### src/rtl/if_id_skid_reg.sv
// IF/ID pipeline register with a valid/ready handshake and a one-entry skid buffer.
// The main entry drives decode; the skid entry catches the beat that arrives while decode stalls.
module if_id_skid_reg #(
    parameter int INSTR_W = 32,
    parameter int PC_W    = 32,
    parameter int PC_STEP = 4,
    parameter int EXC_W   = 5
) (
    input  logic               clk,
    input  logic               reset,
    input  logic               in_valid,
    output logic               in_ready,
    input  logic [INSTR_W-1:0] in_instr,
    input  logic [PC_W-1:0]    in_pc,
    input  logic [EXC_W-1:0]   in_exc,
    input  logic               in_bd,
    input  logic               flush,
    output logic               out_valid,
    input  logic               out_ready,
    output logic [INSTR_W-1:0] out_instr,
    output logic [PC_W-1:0]    out_pc,
    output logic [PC_W-1:0]    out_pc4,
    output logic [PC_W-1:0]    out_pc8,
    output logic [EXC_W-1:0]   out_exc,
    output logic               out_bd
);

    typedef struct packed {
        logic [INSTR_W-1:0] instr;
        logic [PC_W-1:0]    pc;
        logic [PC_W-1:0]    pc4;
        logic [PC_W-1:0]    pc8;
        logic [EXC_W-1:0]   exc;
        logic               bd;
    } entry_t;

    entry_t main_reg, main_next;
    entry_t skid_reg, skid_next;
    logic   main_valid_reg, main_valid_next;
    logic   skid_valid_reg, skid_valid_next;

    entry_t          beat;
    logic [PC_W-1:0] pc_plus [1:2];
    logic            accept;
    logic            consume;

    // PC+STEP and PC+2*STEP, wrapping modulo 2^PC_W.
    generate
        for (genvar gi = 1; gi <= 2; gi++) begin : g_pc_step
            assign pc_plus[gi] = in_pc + PC_W'(gi * PC_STEP);
        end
    endgenerate

    assign beat.instr = in_instr;
    assign beat.pc    = in_pc;
    assign beat.pc4   = pc_plus[1];
    assign beat.pc8   = pc_plus[2];
    assign beat.exc   = in_exc;
    assign beat.bd    = in_bd;

    assign in_ready = ~skid_valid_reg;
    assign accept   = in_valid & in_ready;
    assign consume  = main_valid_reg & out_ready;

    always_comb begin
        main_next       = main_reg;
        skid_next       = skid_reg;
        main_valid_next = main_valid_reg;
        skid_valid_next = skid_valid_reg;
        if (flush) begin
            // Redirect: drop everything, including the beat on offer this cycle.
            main_valid_next = 1'b0;
            skid_valid_next = 1'b0;
        end else if (!main_valid_reg) begin
            if (accept) begin
                main_next       = beat;
                main_valid_next = 1'b1;
            end
        end else if (consume) begin
            if (skid_valid_reg) begin
                main_next       = skid_reg;
                skid_valid_next = 1'b0;
            end else if (accept) begin
                main_next = beat;
            end else begin
                main_valid_next = 1'b0;
            end
        end else if (accept) begin
            skid_next       = beat;
            skid_valid_next = 1'b1;
        end
    end

    always_ff @(posedge clk or negedge reset) begin
        if (!reset) begin
            main_reg       <= '0;
            skid_reg       <= '0;
            main_valid_reg <= 1'b0;
            skid_valid_reg <= 1'b0;
        end else begin
            main_reg       <= main_next;
            skid_reg       <= skid_next;
            main_valid_reg <= main_valid_next;
            skid_valid_reg <= skid_valid_next;
        end
    end

    // An empty stage presents an all-zero word, which decodes as sll $0,$0,0.
    assign out_valid = main_valid_reg;
    assign out_instr = main_valid_reg ? main_reg.instr : '0;
    assign out_pc    = main_reg.pc;
    assign out_pc4   = main_reg.pc4;
    assign out_pc8   = main_reg.pc8;
    assign out_exc   = main_reg.exc;
    assign out_bd    = main_reg.bd;

endmodule

### config.mk
export PLATFORM = sky130hd
export DESIGN_NAME = if_id_skid_reg
export DESIGN_NICKNAME = d
export VERILOG_FILES = /design/src/rtl/if_id_skid_reg.sv
export SDC_FILE = /design/constraint.sdc
export NUM_CORES = 1
export LEC_CHECK = 0
export ABC_AREA = 1
export CAP_MARGIN = 5
export CORE_MARGIN = 2
export CORE_UTILIZATION = 45
export CTS_CLUSTER_SIZE = 20
export DETAILED_ROUTE_END_ITERATION = 6
export GPL_TIMING_DRIVEN = 0
export PLACE_DENSITY = 0.77
export SLEW_MARGIN = 15
export SYNTH_ARGS = -nofsm -noshare
export SYNTH_HDL_FRONTEND = slang
export SYNTH_SLANG_ARGS = --single-unit
export TNS_END_PERCENT = 20
### constraint.sdc
create_clock -name clk -period 1.9 [get_ports clk]
set_clock_uncertainty 0.2 [all_clocks]
set_input_delay 0.475 -clock clk [delete_from_list [all_inputs] [get_ports clk]]
set_output_delay 0.475 -clock clk [all_outputs]
set_load 0.01 [all_outputs]
# [Yosys cells after proc, flatten, opt, wreduce, memory -nomap -nowiden]
# Cells that the tools add are included.
[classes] n_addsub=2 n_eq_ne=1 mux=14 bitwise=5 reduce_logical=5
[ops] cell="two-way mux 134 bit" n=4
[ops] cell="adder 32 x 3 -> 32 bit, second input constant" n=1
[ops] cell="adder 32 x 4 -> 32 bit, second input constant" n=1
[ops] cell="two-way mux 32 bit" n=1
[ops] cell="two-way mux 1 bit" n=9
[ops] cell="AND reduction 2 bit" n=2
[ops] cell="AND reduction 4 bit" n=1
[ops] cell="NOT 1 bit" n=3
[ops] cell="nonzero test 3 bit" n=1
[ops] cell="AND 1 bit" n=2
[ops] cell="!= test 2 x 1 -> 1 bit, second input constant" n=1
[ops] cell="nonzero test 2 bit" n=1
[totals] regBits=270 in_bits=75 out_inout_bits=136

# [Longest topological paths before layout]
# Gate-level depths: netlist of the first run.
[depth] word_depth=7 depth_mapped=10 ltp_nobuf=10

# [Least setup slack after synthesis of the first run]
# Ideal clock, no wire load.
[synth_timing] path_type="input to register" start="in in_pc[3]" end="reg main_reg, in the netlist out_pc4[31]" setup_time_ns=0.117 arrival_ns=1.439 required_ns=1.583 slack_ns=0.145 cell_stages=10 cell_sequence="ha_1 -> nand2_1 -> nor2_8 -> nand2_2 -> nor2_1 -> nand2_1 -> nand2_1 -> nand3_1 -> nand2_1 -> nand2_1"
[synth_via] elab_chain_cells=5
[synth_lines] element="start, declared" line="14" text="input logic [PC_W-1:0] in_pc,"
[synth_lines] element="adder 32 x 3 -> 32 bit (*)" line="50" text="assign pc_plus[gi] = in_pc + PC_W'(gi * PC_STEP);"
[synth_lines] element="two-way mux 134 bit (*)" line="75, 83"
[synth_lines] element="two-way mux 134 bit" line="80" text="if (skid_valid_reg) begin"
[synth_lines] element="two-way mux 134 bit" line="79" text="end else if (consume) begin"
[synth_lines] element="two-way mux 134 bit (*)" line="74" text="end else if (!main_valid_reg) begin"
[synth_lines] element="end signal, assigned" line="101" text="main_reg <= main_next;"
[synth_lines] element="end, declared" line="37" text="entry_t main_reg, main_next;"
# Mark *: on every way between the ends. The rest lies on a longest branch, timed or not. The select of a mux whose other input is x is not followed.
# A chain may end at the register's enable or synchronous reset.

# [Worst setup path in the final report of the first run]
[layout_timing] start="reg main_valid_reg, in the netlist out_valid" end="out out_instr[6]"
[layout_via] elab_chain_cells=1
[layout_lines] element="start, declared" line="39" text="logic main_valid_reg, main_valid_next;"
[layout_lines] element="start signal, assigned" line="103" text="main_valid_reg <= main_valid_next;"
[layout_lines] element="two-way mux 32 bit" line="110" text="assign out_instr = main_valid_reg ? main_reg.instr : '0;"
[layout_lines] element="end, declared" line="20" text="output logic [INSTR_W-1:0] out_instr,"
# Every way passes these cells.

==> impl_results.md, run 1 <==
* Sequential Power Share at 41.3%
* Longest Clk Path Bufs at 3
* Area Overhead vs Synth at 36.7%
* Worst-path fanout max at 6
* Placed cell area at 0.0165 sq mm
* Cell area after synthesis at 0.0138 sq mm
* Async S/R FF share, synth at 100%
* Dpl cells at 2380
* Max reg flops at 129
* Number of H-tree levels at 1
* Design Area, Final at 0.0189 sq mm
* Initial antenna violation count at 0
* Hpwl dp at 34800 um
* Pin count of the biggest net entering global routing at 108
* Synth Instances at 1773
* CTS tree: yes
* PortBufs at 209
* Tightest Pin Transition at 0.601 ns
* Num CTS Buffers at 29
* Worst EP required at 1.22 ns
* Core Rows at 64
* Clk root buf: clkbuf_16
* Unrepaired setup endpoints after global routing: yes
* P_int at 13.0 mW
* Post-synthesis sequential area ratio at 48.0%
* Most used DFF post-synth: dfrtp_1
* ANT cells at 0
* Layout cells sized above 1 at 27.5%
* Minimum clock period after layout at 2.29 ns
* Per-cell routed wire length at 20.4 um
* Number of synthesized flops with an enable pin at 0
* First-pass GRT wire length at 73700 um
* Via/cell ratio at 5.54
* Pwr/cell area at 988 mW/mm^2
* Logic pwr share at 26.6%
* Vias in the first global route at 13000
* Worst slew margin at 59.9%
* Net load switching power at 5.62 mW
* Clk slew on worst S/H paths at 0.07 ns
* Die area at 0.0321 sq mm
* Post-synth cell types at 32
* Sw frac at 30.2%
* CP Class: flop to primary output
* Area of the core at 0.0304 sq mm
* Number of synthesized register bits at 265
* Ys Warns at 0
* Yosys top cell area share at 48.0%
* Worst endpoint data arrival time at 1.61 ns
* Crit start category: flop
* Leak at 9.31 nW
* Post-DRT Antenna Nets at 0
* Hold Fails Final Rpt at 0
* Violated checks: negative setup slack
* Most common cell in the netlist: nand2_1
* Final Setup Violations at 168
* Worst IR Drop VDD at 743 uV
* Ranking of synthesized cells by area: dfrtp_1 48%, nand2_1 15%, buf_4 6.1%, nor2_1 4.6%, o22ai_1 3.3%
* Worst hold slack at 0.0231 ns
* Leading area contributor after synthesis: dfrtp_1
* # clock sinks at 265
* Final Non-Filler Cells at 2465
* Crit. End Element: primary output
* Hold Crit Depth at 3
* Hold WC Path Type: input pin to flop
* All-Layer GR Usage at 30.2%
* Power Total at 18.7 mW
* Final worst-path cycle share at 120%
* First drt pass iteration count at 5
* Final Wtd Congestion at 0.939
* Clk_lat worst skew at 0.58 ns
* Syn nets at 1850
* # IOs at 211
* Fmax at 437 MHz
* DR iter-0 viols at 1794
* Post-route worst setup slack at -0.387 ns
* Top cells by count, synth: 536 x nand2_1, 265 x dfrtp_1, 168 x nor2_1, 112 x buf_4, 106 x inv_1
* Worst Reg-to-Reg Cells at 9
* Die X at 179 um
* Pre-CTS setup slack at -1.09 ns
* Die height at 179 um
* Outcome: complete, but fails checks
* Slew Limit Fails at 0
* Max-Cap Viols at 0
* Grt ovf at 0
* Final net count at 2125
* Via count at 13700
* WL final at 50200 um
* Clk pwr share at 32.1%
* Avg Inst Size Synth at 7.79 sq um
* Remaining DRCs at 0
* Starting Density at 45.4%
==> per-stage QoR <==
step	utilization (%)	TNS, ns
after floorplan	-	0
after global placement	53.9	-3134.98
after detailed placement	54.1	-171.34
after CTS	59.1	-11.75
after global routing	62.0	-27.03
final	62.0	-15.16
==> power by group through the flow <==
stage	clock network, mW	logic, mW	registers, mW
after floorplan	0	2.49	7.44
after global placement	0	4.17	7.63
after detailed placement	0	4.29	7.66
after CTS	6.01	4.58	7.59
after global routing	6.23	5.41	7.82
final	5.98	4.97	7.70
==> area by class of cell <==
type / count / area (sq um)
clock inverters: 13 / 188
inverters: 115 / 454
well taps: 396 / 495
clock buffers: 39 / 823
fillers: 2531 / 11600
plain buffers: 188 / 1810
repair buffers: 255 / 2580
multi-input cells: 1194 / 5890
flip-flops and latches: 265 / 6630
==> repair_timing <==
| action | 4_1_cts | 5_1_grt |
|---|---|---|
| pin swaps | 4 | 4 |
| gates cloned | 2 | 2 |
| buffers inserted | 30 | 10 |
| endpoints found under the setup margin | 370 | 369 |
| resized for setup | 614 | 278 |
| hold buffers | 1 | 0 |
| endpoints found under the hold margin | 70 | 0 |
==> layer usage <==
metal / part of all wire, % / global-route usage [%] / up-vias / routed length [um]
met3: 8.1 / 4.79 / 138 / 4070
met4: 3.8 / 10.4 / 0 / 1920
met5: 0 / 0 / - / 0
li1: - / - / 6208 / -
met2: 47 / 48.5 / 705 / 23700
met1: 41 / 41.7 / 6610 / 20500
==> cells by family (layout without fill, tap and decap cells) <==
logic type | after synthesis | in the layout | synth area share [%]
AND/OR/NAND/NOR | 854 | 854 | 25.8
AO/OA/AOI/OAI | 325 | 325 | 13.1
buffers and inverters | 314 | 610 | 12.0
flip-flops | 265 | 265 | 48.0
XOR/XNOR | 13 | 13 | 0.825
adder cells (fa/ha/maj) | 2 | 2 | 0.181
==> worst max-delay path: stages (launching register included) <==
cell,delay [ns]
dfrtp_1,0.40
buf_6,0.15
buf_6,0.13
clkbuf_16,0.16
nand2_2,0.06
inv_2,0.04
buf_6,0.11
==> worst paths after layout <==
check | startpoint | to | slack, ns
min in group asynchronous | reset | main_reg[109] | 0.25
max in group asynchronous | reset | skid_reg[32] | 0.29
hold reg to reg | skid_reg[18] | skid_reg[18] | 0.28
hold / removal | in_pc[10] | skid_reg[80] | 0.02
setup / recovery | out_valid | out_instr[6] | -0.39
setup reg to reg | out_valid | skid_reg[99] | -0.12
==> placed cells by master (no fill, tap or decap), types with 4 or more instances in the layout <==
cell,synthesis,layout
buf_6,0,208
nor2_1,168,147
o22ai_1,72,67
buf_4,112,84
clkdlybuf4s50_1,0,46
nand2_4,3,19
o21ai_0,86,73
nor2_4,10,14
o21ai_1,38,49
clkinv_2,0,6
clkbuf_2,0,11
a21oi_1,82,78
clkbuf_4,0,14
nor3_1,36,33
bufinv_16,0,4
clkbuf_16,0,32
clkbuf_8,0,9
nand3_1,65,64
inv_2,8,22
dfrtp_1,265,263
o211ai_1,6,6
a31oi_1,20,20
buf_2,50,35
buf_8,0,11
a211oi_1,17,10
o22ai_2,0,5
nand2_2,15,21
dlymetal6s2s_1,0,5
dlygate4sd2_1,0,12
xor2_1,13,13
a21oi_2,0,4
clkbuf_1,36,5
inv_1,106,88
nand2_1,536,511
a211oi_2,0,7
nor2_2,14,31
(Power assumes the default switching activity.)
==> inputs of run 2 (changes only) <==
Settings changed: MAX_ROUTING_LAYER from default to met4, PLACE_DENSITY 0.77 to 0.8.
Clock period 1.9 ns to 1.86 ns, I/O delays scaled along.
==> impl_results.md, run 2 (synthesis results as in run 1) <==
* Final Setup Violations at 311
* All-Layer GR Usage at 31.7%
* Die height at 179 um
* First-pass GRT wire length at 74600 um
* Pre-CTS setup slack at -1.15 ns
* Hold Crit Depth at 3
* Slew Limit Fails at 0
* Clk slew on worst S/H paths at 0.06 ns
* Area Overhead vs Synth at 34.9%
* Fmax at 458 MHz
* Most frequent cells in the layout: 510 x nand2_1, 265 x dfrtp_1, 174 x buf_6, 162 x nor2_1, 112 x buf_4
* Layout cells sized above 1 at 26.0%
* Number of H-tree levels at 1
* First drt pass iteration count at 5
* Reg2Reg Capture Point: skid_reg[18]
* Tightest Pin Transition at 0.531 ns
* Unrepaired setup endpoints after global routing: yes
* Worst IR Drop VDD at 649 uV
* Minimum clock period after layout at 2.19 ns
* Final Non-Filler Cells at 2474
* PortBufs at 209
* DR iter-0 viols at 1369
* Num CTS Buffers at 28
* # clock sinks at 265
* Remaining DRCs at 0
* Starting Density at 45.4%
* Most common cell after layout, fill and taps aside: nand2_1
* Worst hold start: in_pc[10]
* # IOs at 211
* Via count at 13700
* Crit start category: flop
* Crit. End Element: primary output
* ANT cells at 0
* Worst endpoint data arrival time at 1.52 ns
* Die area at 0.0321 sq mm
* Final net count at 2134
* R2r startpoint: out_valid
* TNS Setup at -38.33 ns
* Leak at 9.25 nW
* Worst-path fanout max at 9
* Post-route worst setup slack at -0.325 ns
* Worst slew margin at 64.6%
* Core Rows at 64
* Final Wtd Congestion at 0.993
* Dpl cells at 2381
* CP Class: flop to primary output
* Hold WC Path Type: input pin to flop
* Initial antenna violation count at 0
* Max-Cap Viols at 0
* FILL cells at 2575
* Pwr/cell area at 990 mW/mm^2
* Per-cell routed wire length at 20.5 um
* CTS tree: yes
* Via/cell ratio at 5.55
* Hpwl dp at 35600 um
* Worst EP required at 1.19 ns
* Register area at 0.00663 sq mm
* WL final at 50800 um
* Outcome: complete, but fails checks
* Grt ovf at 0
* Area of the core at 0.0304 sq mm
* Worst Reg-to-Reg Cells at 10
* Multi-input logic area at 0.00573 sq mm
* Pin count of the biggest net entering global routing at 76
* Power Total at 18.4 mW
* Max reg flops at 129
* Vias in the first global route at 12900
* Violated checks: negative setup slack
* Hold Fails Final Rpt at 0
* Longest Clk Path Bufs at 3
* Worst hold slack at 0.0103 ns
* Final worst-path cycle share at 117%
* Hold Path Sink: skid_reg[80]
* Clk_lat worst skew at 0.57 ns
* Post-DRT Antenna Nets at 0
* Die X at 179 um
* Clk root buf: clkbuf_16
* R2r setup slk at -0.22 ns
run 2: metal layers:
metal  wire length [um]  global-route usage (%)
met5                  0                       -
met1              20700                    42.8
met3               4030                    3.71
met2              24300                    49.7
met4               1860                    11.2
run 2: where the power goes:
part	internal (mW)	switching (mW)
clock	3.14	2.45
combinational	2.59	2.44
sequential	7.01	0.804
run 2: worst max-delay path by stage:
| stage | start | to | slack [ns] | cells past startpoint |
|---|---|---|---|---|
| finish | out_valid | out_instr[14] | -0.33 | 5 |
| global route | out_valid | out_instr[16] | -0.37 | 5 |
| CTS | out_valid | out_instr[4] | -0.31 | 5 |
| detailed placement | in_pc[2] | skid_reg[66] | -1.15 | 11 |
| global placement | reset | out_pc4[10] | -11.11 | 1 |
| floorplan | in_pc[3] | out_pc4[31] | 0.11 | 10 |
run 2: area by class of cell:
class | instances | share of cell area (%)
repair buffers | 273 | 14.5
clock buffers | 40 | 4.33
inverters | 115 | 2.38
clock inverters | 11 | 0.490
well taps | 396 | 2.66
multi-input cells | 1194 | 30.8
flip-flops and latches | 265 | 35.6
plain buffers | 180 | 9.29
run 2: stage by stage:
step / area (sq um) / utilization [%]
2_1_floorplan: 13800 / -
3_5_place_dp: 16500 / 54.2
4_1_cts: 18200 / 60.0
3_3_place_gp: 16400 / 53.9
5_1_grt: 18600 / 61.2
6_report: 18600 / 61.2
run 2: worst max-delay path, stage by stage, from the launching register on:
cell and delay, ns:
dfrtp_1 0.40, buf_8 0.16, clkbuf_8 0.16, nand2_2 0.06
inv_1 0.03, buf_2 0.12
run 2: repair_timing:
item | in CTS | in global routing
endpoints found under the setup margin | 382 | 453
pin swaps | 4 | 4
hold endpoints to repair | 48 | 0
gates resized for setup | 741 | 107
hold buffers | 1 | 0
gates cloned | 2 | 6
buffers inserted | 47 | 5
